$ cat config.mk
export PLATFORM = sky130hd
export DESIGN_NAME = fp32_series_accumulator_flat
export DESIGN_NICKNAME = d
export VERILOG_FILES = /design/src/rtl/fp32_series_accumulator_if.sv /design/src/rtl/fp32_series_accumulator.sv /design/src/flat_wrapper.sv
export SDC_FILE = /design/constraint.sdc
export NUM_CORES = 1
export LEC_CHECK = 0
export BUFFER_PORTS_ARGS = -buffer_cell sky130_fd_sc_hd__buf_2
export CORE_MARGIN = 1
export CORE_UTILIZATION = 39
export DETAILED_ROUTE_END_ITERATION = 6
export PLACE_DENSITY = 0.77
export SETUP_SLACK_MARGIN = 0.1
export SYNTH_ARGS = -nofsm -noshare
export SYNTH_HDL_FRONTEND = slang
export SYNTH_SLANG_ARGS = --single-unit
$ cat constraint.sdc
create_clock -name clkn_i -period 1.41 [get_ports clkn_i]
set_input_delay 0.2115 -clock clkn_i [delete_from_list [all_inputs] [get_ports clkn_i]]
set_output_delay 0.2115 -clock clkn_i [all_outputs]
set_load 0.01 [all_outputs]
$ cat src/rtl/fp32_series_accumulator_if.sv
// ----------------------------------------------------------------------------
// fp32_series_accumulator_if
// Purpose : Bundles the term stream, adder handshake and result handshake of the
//           FP32 series accumulator into one interface.
// Modports:
//   slave  - the accumulator itself (consumes terms, drives the adder, emits sum)
//   master - the environment (term source, FP32 adder, downstream sink)
// Signals (direction seen from the accumulator):
//   term_i/term_valid_i/term_last_i/term_ready_o   term stream handshake
//   add_a_o/add_b_o/add_valid_o                    adder operands + start pulse
//   add_result_i/add_done_i                        adder result + done level
//   sum_o/sum_valid_o/sum_ready_i                  finished sum handshake
//   term_count_o                                   terms accepted in current series
//   busy_o                                         accumulator not idle
//   timeout_o                                      sticky watchdog flag
// Build option: FP_ACC_TIMEOUT_EN adds timeout_o.
// ----------------------------------------------------------------------------
interface fp32_series_accumulator_if #(
   parameter int unsigned DATA_WIDTH = 32,
   parameter int unsigned CNT_WIDTH  = 4
);
   logic [DATA_WIDTH-1:0] term_i;
   logic                  term_valid_i;
   logic                  term_last_i;
   logic                  term_ready_o;
   logic [DATA_WIDTH-1:0] add_a_o;
   logic [DATA_WIDTH-1:0] add_b_o;
   logic                  add_valid_o;
   logic [DATA_WIDTH-1:0] add_result_i;
   logic                  add_done_i;
   logic [DATA_WIDTH-1:0] sum_o;
   logic                  sum_valid_o;
   logic                  sum_ready_i;
   logic [CNT_WIDTH-1:0]  term_count_o;
   logic                  busy_o;
`ifdef FP_ACC_TIMEOUT_EN
   logic                  timeout_o;
`endif

   modport slave (
`ifdef FP_ACC_TIMEOUT_EN
      output timeout_o,
`endif
      input  term_i, term_valid_i, term_last_i,
      output term_ready_o,
      output add_a_o, add_b_o, add_valid_o,
      input  add_result_i, add_done_i,
      output sum_o, sum_valid_o,
      input  sum_ready_i,
      output term_count_o, busy_o
   );

   modport master (
`ifdef FP_ACC_TIMEOUT_EN
      input  timeout_o,
`endif
      output term_i, term_valid_i, term_last_i,
      input  term_ready_o,
      input  add_a_o, add_b_o, add_valid_o,
      output add_result_i, add_done_i,
      input  sum_o, sum_valid_o,
      output sum_ready_i,
      input  term_count_o, busy_o
   );
endinterface

$ cat src/rtl/fp32_series_accumulator.sv
// ----------------------------------------------------------------------------
// fp32_series_accumulator
// Purpose : Sequences a stream of FP32 series terms through an external FP32
//           adder and presents the finished sum downstream. The first add of a
//           series is always (+0.0) + term0; no arithmetic is done here.
// Ports   :
//   clkn_i  - clock, all logic on the rising edge
//   rst_i   - synchronous reset, active-high
//   bus     - fp32_series_accumulator_if.slave (term stream, adder handshake,
//             sum handshake, term_count_o, busy_o, optional timeout_o)
// Build option: FP_ACC_TIMEOUT_EN enables a WAIT watchdog of TIMEOUT_CYCLES
//           cycles and the sticky timeout_o flag. Without it WAIT holds until
//           the adder reports done.
// ----------------------------------------------------------------------------
module fp32_series_accumulator #(
   parameter int unsigned DATA_WIDTH     = 32,
   parameter int unsigned NUM_TERMS      = 8,
   parameter int unsigned CNT_WIDTH      = 4,
   parameter int unsigned TIMEOUT_CYCLES = 64
) (
   input logic                      clkn_i,
   input logic                      rst_i,
   fp32_series_accumulator_if.slave bus
);

   if (DATA_WIDTH != 32 || NUM_TERMS == 0 || (2 ** CNT_WIDTH) <= NUM_TERMS ||
       TIMEOUT_CYCLES == 0) begin : g_cfg_err
      $error("fp32_series_accumulator: unsupported parameter set");
   end

   typedef enum logic [2:0] {
      StIdle,
      StIssue,
      StWait,
      StNext,
      StOut
   } state_e;

   state_e                r_state, w_state_nxt;
   logic [DATA_WIDTH-1:0] r_sum, w_sum_nxt;
   logic [DATA_WIDTH-1:0] r_term, w_term_nxt;
   logic [CNT_WIDTH-1:0]  r_count, w_count_nxt;
   logic                  r_last, w_last_nxt;
   logic                  w_term_ready;
   logic                  w_xfer;
   logic [CNT_WIDTH:0]    w_count_inc;

`ifdef FP_ACC_TIMEOUT_EN
   localparam int unsigned WdW = $clog2(TIMEOUT_CYCLES + 1);
   logic [WdW-1:0] r_wdog, w_wdog_nxt;
   logic           r_timeout, w_timeout_nxt;
`endif

   // Ready is a pure state decode so the source sees it without a cycle of lag.
   assign w_term_ready = (r_state == StIdle) || (r_state == StNext);
   assign w_xfer       = bus.term_valid_i & w_term_ready;
   assign w_count_inc  = (CNT_WIDTH + 1)'(r_count) + (CNT_WIDTH + 1)'(1);

   always_comb begin
      w_state_nxt = r_state;
      w_sum_nxt   = r_sum;
      w_term_nxt  = r_term;
      w_count_nxt = r_count;
      w_last_nxt  = r_last;
`ifdef FP_ACC_TIMEOUT_EN
      w_wdog_nxt    = r_wdog;
      w_timeout_nxt = r_timeout;
`endif
      case (r_state)
         StIdle: begin
            if (w_xfer) begin
               w_term_nxt  = bus.term_i;
               w_count_nxt = CNT_WIDTH'(1);
               w_last_nxt  = bus.term_last_i | (NUM_TERMS == 1);
               w_state_nxt = StIssue;
            end
         end
         StIssue: begin
`ifdef FP_ACC_TIMEOUT_EN
            w_wdog_nxt = '0;
`endif
            w_state_nxt = StWait;
         end
         StWait: begin
            // Done is a level; the first high cycle seen here completes the add.
            if (bus.add_done_i) begin
               w_sum_nxt   = bus.add_result_i;
               w_state_nxt = r_last ? StOut : StNext;
            end
`ifdef FP_ACC_TIMEOUT_EN
            else if (r_wdog == WdW'(TIMEOUT_CYCLES - 1)) begin
               // Give up on the adder and release the partial sum.
               w_timeout_nxt = 1'b1;
               w_state_nxt   = StOut;
            end else begin
               w_wdog_nxt = r_wdog + WdW'(1);
            end
`endif
         end
         StNext: begin
            if (w_xfer) begin
               w_term_nxt  = bus.term_i;
               w_count_nxt = w_count_inc[CNT_WIDTH-1:0];
               // Close the series at NUM_TERMS even without term_last_i.
               w_last_nxt  = bus.term_last_i |
                             (w_count_inc == (CNT_WIDTH + 1)'(NUM_TERMS));
               w_state_nxt = StIssue;
            end
         end
         StOut: begin
            if (bus.sum_ready_i) begin
               w_sum_nxt   = '0;
               w_count_nxt = '0;
               w_state_nxt = StIdle;
            end
         end
         default: w_state_nxt = StIdle;
      endcase
   end

   always_ff @(posedge clkn_i) begin
      if (rst_i) begin
         r_state <= StIdle;
         r_sum   <= '0;
         r_term  <= '0;
         r_count <= '0;
         r_last  <= 1'b0;
`ifdef FP_ACC_TIMEOUT_EN
         r_wdog    <= '0;
         r_timeout <= 1'b0;
`endif
      end else begin
         r_state <= w_state_nxt;
         r_sum   <= w_sum_nxt;
         r_term  <= w_term_nxt;
         r_count <= w_count_nxt;
         r_last  <= w_last_nxt;
`ifdef FP_ACC_TIMEOUT_EN
         r_wdog    <= w_wdog_nxt;
         r_timeout <= w_timeout_nxt;
`endif
      end
   end

   // Operand A is the running sum itself; it only changes when leaving WAIT,
   // so both operands are stable for the whole add.
   assign bus.term_ready_o = w_term_ready;
   assign bus.add_a_o      = r_sum;
   assign bus.add_b_o      = r_term;
   assign bus.add_valid_o  = (r_state == StIssue);
   assign bus.sum_o        = r_sum;
   assign bus.sum_valid_o  = (r_state == StOut);
   assign bus.term_count_o = r_count;
   assign bus.busy_o       = (r_state != StIdle);
`ifdef FP_ACC_TIMEOUT_EN
   assign bus.timeout_o    = r_timeout;
`endif

endmodule

$ cat src/flat_wrapper.sv
// flat-port wrapper written by rule: the top's interface ports become plain ports
module fp32_series_accumulator_flat 
#(
   parameter int unsigned DATA_WIDTH     = 32,
   parameter int unsigned NUM_TERMS      = 8,
   parameter int unsigned CNT_WIDTH      = 4,
   parameter int unsigned TIMEOUT_CYCLES = 64
)
  (clkn_i, rst_i, bus_term_i, bus_term_valid_i, bus_term_last_i, bus_term_ready_o, bus_add_a_o, bus_add_b_o, bus_add_valid_o, bus_add_result_i, bus_add_done_i, bus_sum_o, bus_sum_valid_o, bus_sum_ready_i, bus_term_count_o, bus_busy_o);
  fp32_series_accumulator_if #(.DATA_WIDTH(DATA_WIDTH), .CNT_WIDTH(CNT_WIDTH)) bus_i ();
  input logic clkn_i;
  input logic rst_i;
  input wire logic [$bits(bus_i.term_i)-1:0] bus_term_i;
  input wire logic [$bits(bus_i.term_valid_i)-1:0] bus_term_valid_i;
  input wire logic [$bits(bus_i.term_last_i)-1:0] bus_term_last_i;
  output wire logic [$bits(bus_i.term_ready_o)-1:0] bus_term_ready_o;
  output wire logic [$bits(bus_i.add_a_o)-1:0] bus_add_a_o;
  output wire logic [$bits(bus_i.add_b_o)-1:0] bus_add_b_o;
  output wire logic [$bits(bus_i.add_valid_o)-1:0] bus_add_valid_o;
  input wire logic [$bits(bus_i.add_result_i)-1:0] bus_add_result_i;
  input wire logic [$bits(bus_i.add_done_i)-1:0] bus_add_done_i;
  output wire logic [$bits(bus_i.sum_o)-1:0] bus_sum_o;
  output wire logic [$bits(bus_i.sum_valid_o)-1:0] bus_sum_valid_o;
  input wire logic [$bits(bus_i.sum_ready_i)-1:0] bus_sum_ready_i;
  output wire logic [$bits(bus_i.term_count_o)-1:0] bus_term_count_o;
  output wire logic [$bits(bus_i.busy_o)-1:0] bus_busy_o;
  assign bus_i.term_i = bus_term_i;
  assign bus_i.term_valid_i = bus_term_valid_i;
  assign bus_i.term_last_i = bus_term_last_i;
  assign bus_term_ready_o = bus_i.term_ready_o;
  assign bus_add_a_o = bus_i.add_a_o;
  assign bus_add_b_o = bus_i.add_b_o;
  assign bus_add_valid_o = bus_i.add_valid_o;
  assign bus_i.add_result_i = bus_add_result_i;
  assign bus_i.add_done_i = bus_add_done_i;
  assign bus_sum_o = bus_i.sum_o;
  assign bus_sum_valid_o = bus_i.sum_valid_o;
  assign bus_i.sum_ready_i = bus_sum_ready_i;
  assign bus_term_count_o = bus_i.term_count_o;
  assign bus_busy_o = bus_i.busy_o;
  fp32_series_accumulator #(.DATA_WIDTH(DATA_WIDTH), .NUM_TERMS(NUM_TERMS), .CNT_WIDTH(CNT_WIDTH), .TIMEOUT_CYCLES(TIMEOUT_CYCLES)) u_core (.clkn_i(clkn_i), .rst_i(rst_i), .bus(bus_i));
endmodule
* Word level (Yosys, flattened, before mapping)
Index checks and enable logic that the tools add are counted.
** Cells by class
- $add $sub $neg :: 1
- Equal/unequal tests :: 10
- Muxes and demuxes :: 15
- Bitwise operators :: 2
- Reductions and logical operators :: 12
** Operators with widths (count)
- $mux 32 :: 2
- $pmux 32 s2 :: 1
- $mux 3 :: 4
- $mux 4 :: 3
- $pmux 3 s4 :: 1
- $pmux 4 s3 :: 1
- $reduce_and 3->1 :: 3
- $ne 2x1->1 const B :: 4
- $eq 3x2->1 const B :: 2
- $reduce_bool 3->1 :: 2
- $add 4x1->5 const B :: 1
- $eq 5x4->1 const B :: 1
- $reduce_and 4->1 :: 1
- $reduce_bool 2->1 :: 2
- $eq 3x1->1 const B :: 1
- $eq 3x3->1 const B :: 1
- $logic_not 3->1 :: 1
- $mux 1 :: 2
- $ne 2x2->1 const B :: 1
- $pmux 1 s2 :: 1
- $reduce_and 2->1 :: 1
- $reduce_or 2->1 :: 1
- $and 1x1->1 :: 1
- $logic_or 1x1->1 :: 1
- $or 1x1->1 :: 1
** Word-level totals
- Flip-flop bits (word level) :: 72
- Output and inout bits :: 104
- Word-level logic and storage cells :: 45

* Depth between registers and ports, before layout
- Depth after elaboration :: 5
- Depth in mapped cells :: 6

* Worst setup path before layout
Ideal clock, no wire load.
- Path type :: flip-flop to flip-flop
- Start point :: reg u_core.r_state[1]
- End point :: reg u_core.r_sum[23], in the netlist u_core.bus.add_a_o[23]
- Library setup time :: 0.128 ns
- Arrival time :: 1.184 ns
- Data required time :: 1.282 ns
- Setup slack :: 0.098 ns
- Stages on the path, launching flop included :: 7
- Path buffers :: 2
- Cells stage by stage :: dfxtp_1 -> buf_4 -> nand3b_1 -> a21o_1 -> buf_2 -> a22oi_1 -> nor2_1
** On the way
- Word-level cells in the longest chain between the ends :: 3
- Elaborated cells on any way between the ends :: 7
- Those cells by class :: 4 x eq/ne; 1 x mux; 2 x reduce/logical
** RTL lines
- start, declared :: RTL line fp32_series_accumulator.sv:39 : state_e r_state, w_state_nxt;
- start signal, assigned :: RTL line fp32_series_accumulator.sv:123 : r_state <= StIdle;
- start signal, assigned :: RTL line fp32_series_accumulator.sv:133 : r_state <= w_state_nxt;
- $eq 3x2->1 or $eq 3x3->1 (tied branches) :: RTL line fp32_series_accumulator.sv:69 : case (r_state)
- $ne 2x2->1 (no source line), or another cell as far along
- $reduce_and 3->1 (no source line)
- end signal, assigned :: RTL line fp32_series_accumulator.sv:134 : r_sum <= w_sum_nxt;
- end, declared :: RTL line fp32_series_accumulator.sv:40 : logic [DATA_WIDTH-1:0] r_sum, w_sum_nxt;
Several ways; a longest one is shown, not always the timed one.
A chain may end at the register's enable or synchronous reset.

* Worst setup path after layout
- Start point :: reg u_core.r_state[1]
- End point :: reg u_core.r_term[2], in the netlist u_core.bus.add_b_o[2]
** On the way
- Word-level cells in the longest chain between the ends :: 4
- Elaborated cells on any way between the ends :: 6
- Those cells by class :: 1 x eq/ne; 1 x bitwise; 4 x reduce/logical
** RTL lines
- $eq 3x2->1 or $logic_not 3->1 (tied branches) :: RTL line fp32_series_accumulator.sv:55, fp32_series_accumulator.sv:69
- $logic_or 1x1->1 :: RTL line fp32_series_accumulator.sv:55 : assign w_term_ready = (r_state == StIdle) || (r_state == StNext);
- $and 1x1->1 :: RTL line fp32_series_accumulator.sv:56 : assign w_xfer = bus.term_valid_i & w_term_ready;
- $reduce_and 2->1 (no source line) *
- end signal, assigned :: RTL line fp32_series_accumulator.sv:135 : r_term <= w_term_nxt;
- end, declared :: RTL line fp32_series_accumulator.sv:41 : logic [DATA_WIDTH-1:0] r_term, w_term_nxt;
Every way passes the cells marked *; elsewhere a longest branch is shown, timed or not.

==> reports/results.ini <==
[run_status]
failed_checks = setup timing
status = finished with violations

[final_layout]
finalNonFillerCells = 593
drive_gt1_share_pct = 66.0
antennaDiodeCount = 0
area_growth_pct = 66.6
final_nets = 563
n_fill_cell = 542
mostFrequentLayoutCells = 170 x buf_2, 69 x dfxtp_1, 38 x nand2_1
fin_util_pct = 68.9
layout_commonest_cell = buf_2
design_area_mm2 = 0.00479

[worst_setup_path]
timing.rr.end = u_core.bus.add_b_o[2]
critPathKind = reg2reg
crit_path_cell_trace = buf_6 > xnor2_4 > buf_6 > and2_4 > clkbuf_16 > nand2_4 > a21oi_2
critPathMaxStageDelay_ns = 0.36
cp_slowest_cell = dfxtp_4
reg2reg_slack_ns = -0.13
worstSetupEndpointType = flip-flop
reg2reg_depth = 7
critPathMaxFanout = 8
cpLargestDelayFamily = buffers and inverters
worstSetupStartpointType = flip-flop
crit_required_ns = 1.68
path_buf_inv = 3
crit_path_frequent_cell = buf_6
r2r_start = u_core.r_state[1]
arrival_ns = 1.81

[synthesis]
ys_types = 29
yosysTopAreaCellShare_pct = 50.2
synth_area_leaders = dfxtp_1 50%, buf_4 9.4%, nand2_1 9.0%, a22oi_1 8.6%, a21oi_1 6.3%
netlist_area_mm2 = 0.00287
syn_avg_cell_area_um2 = 8.55
synth_cells = 336
yosys.area.top_type = dfxtp_1
synth-seq-cells = 72
ys_warn_count = 0
synth.net_count = 407
yosysSeqAreaShare_pct = 50.2

[timing]
tightestPinTransition_ns = 0.361
finalMaxSlewViolations = 0
worst_slack_ns = -0.128
finalCritPeriodShare_pct = 109
max_freq_mhz = 650
maxSlewHeadroom_pct = 75.9
finalSetupViolations = 72
fin_tns_setup_ns = -5.35
rsz0062_at_grt = yes
period_needed_ns = 1.54
skew_ns = 0.0102
final_hold_viol_count = 0
whs_ns = 0.117

[place]
pre_cts_ws_ns = -0.0358
placed_area_mm2 = 0.00365
port_buffers = 173
hpwl_um = 5400
place.gp.congestion = 0.745
dp_cells = 562

[cts]
clkTransAtPathRegs_ns = 0.08
cts_buffers = 9
root_buffer = clkbuf_8
clock_sinks = 72
cts_tree = yes
clock_latency_ns = 0.34
cts_htree_levels = 3
clockBufferDepth = 2

[global_routing]
antenna_found_initial = 0
grt_overflow_total = 0
grt_start_max_net_pins = 33
grt_usage_pct = 20.3
grt_pass1_wl_um = 12000
grt_pass1_vias = 2616

[power]
total_power_mw = 5.55
power.density_mw_per_mm2 = 1160
ir_worst_vdd_mv = 0.688
power.leakage_nw = 2.32

[drt]
dr.pass1.iters = 4
avgViaCountPerCell = 5.03
antenna_left = 0
totalWireLength_um = 9430
drc_errors = 0
wl_per_cell_um = 15.9
drt_iter0_markers = 84
vias = 2980

[min_path]
whs_path_depth = 3
hold_path_class = in2reg
min_from = bus_add_result_i[11]
min_to = u_core.bus.add_a_o[11]

[floorplanning]
rows = 30
die_height_um = 87.8
ios = 174
die_x_um = 87.8
die_area_mm2 = 0.00772
core_area_mm2 = 0.00694
start_util_pct = 41.4

[flow_run]
maxCapViolations = 0

cell families (layout without fill, tap and decap cells):
group	after synthesis	count (layout)	share of synthesized area, %
fa+ha+maj	1	1	0.435
simple gates	126	126	18.9
compound gates	79	79	17.3
flops	72	72	50.2
buf+inv	57	218	12.9
xor+xnor	1	1	0.305
sequential cells by signal (all words and copies together), names as in the netlist:
signal                   flops
u_core.bus.add_a_o          32
u_core.bus.add_b_o          32
u_core.bus.term_count_o      4
u_core.r_state               3
u_core.r_last                1
worst reg2reg max path, stage by stage (launching register included):
cell	delay (ns)
dfxtp_4	0.36
buf_6	0.13
xnor2_4	0.19
buf_6	0.13
and2_4	0.25
clkbuf_16	0.23
nand2_4	0.06
a21oi_2	0.12
how the worst max path moves through the flow:
| stage | start | to | slack (ns) | depth (start not counted) |
|---|---|---|---|---|
| CTS | u_core.r_state[0] | bus_busy_o | -0.13 | 3 |
| detailed placement | u_core.r_state[2] | u_core.bus.term_count_o[3] | -0.04 | 4 |
| floorplan | u_core.r_state[1] | u_core.bus.add_a_o[23] | 0.1 | 6 |
| global route | u_core.r_state[1] | bus_term_ready_o | -0.19 | 4 |
| finish | u_core.r_state[1] | u_core.bus.add_b_o[2] | -0.13 | 7 |
| global placement | u_core.r_state[1] | u_core.bus.term_count_o[3] | 0.04 | 5 |
what timing repair did:
item / CTS / global route
buffers inserted: 7 / 1
hold buffers: 0 / 0
gates resized for setup: 26 / 133
cloned: 1 / 7
pin swaps: 2 / 66
endpoints found under the setup margin: 73 / 73
power breakdown:
part           internal [mW]  switching (mW)
Clock                   1.23           0.756
Sequential              2.15          0.0913
Combinational          0.637           0.688
Total                   4.02            1.54
synthesized netlist by cell type, drive strengths merged:
| cell type | instances |
|---|---|
| a211oi | 2 |
| a21o | 3 |
| a21oi | 36 |
| a22oi | 33 |
| a32oi | 2 |
| and2 | 2 |
| and3 | 1 |
| and3b | 1 |
| buf | 48 |
| clkbuf | 8 |
| dfxtp | 72 |
| ha | 1 |
| inv | 1 |
| nand2 | 69 |
| nand3 | 1 |
| nand3b | 2 |
| nor2 | 37 |
| nor2b | 3 |
| nor3 | 4 |
| nor3b | 2 |
| nor4 | 1 |
| o21ai | 3 |
| or3 | 3 |
| xnor2 | 1 |
cell type report:
class                           instances  area [um2]  area share, %
Multi-Input combinational cell        207        1650           34.5
Sequential cell                        72        1450           30.3
Timing Repair Buffer                  201        1310           27.4
Clock buffer                           11         141           2.95
Tap cell                               96         120           2.51
Clock inverter                          5         104           2.17
Inverter                                1        3.75         0.0784
routing by layer:
metal	global-route usage, %	wire length [um]	share of wire (%)	up-vias
li1	-	-	-	1421
met1	23.0	3790	40	1421
met2	35.7	4970	53	123
met3	6.31	509	5.4	15
met4	7.75	153	1.6	0
met5	0	0	0	-
No activity file was read; power rests on OpenSTA's default activity.
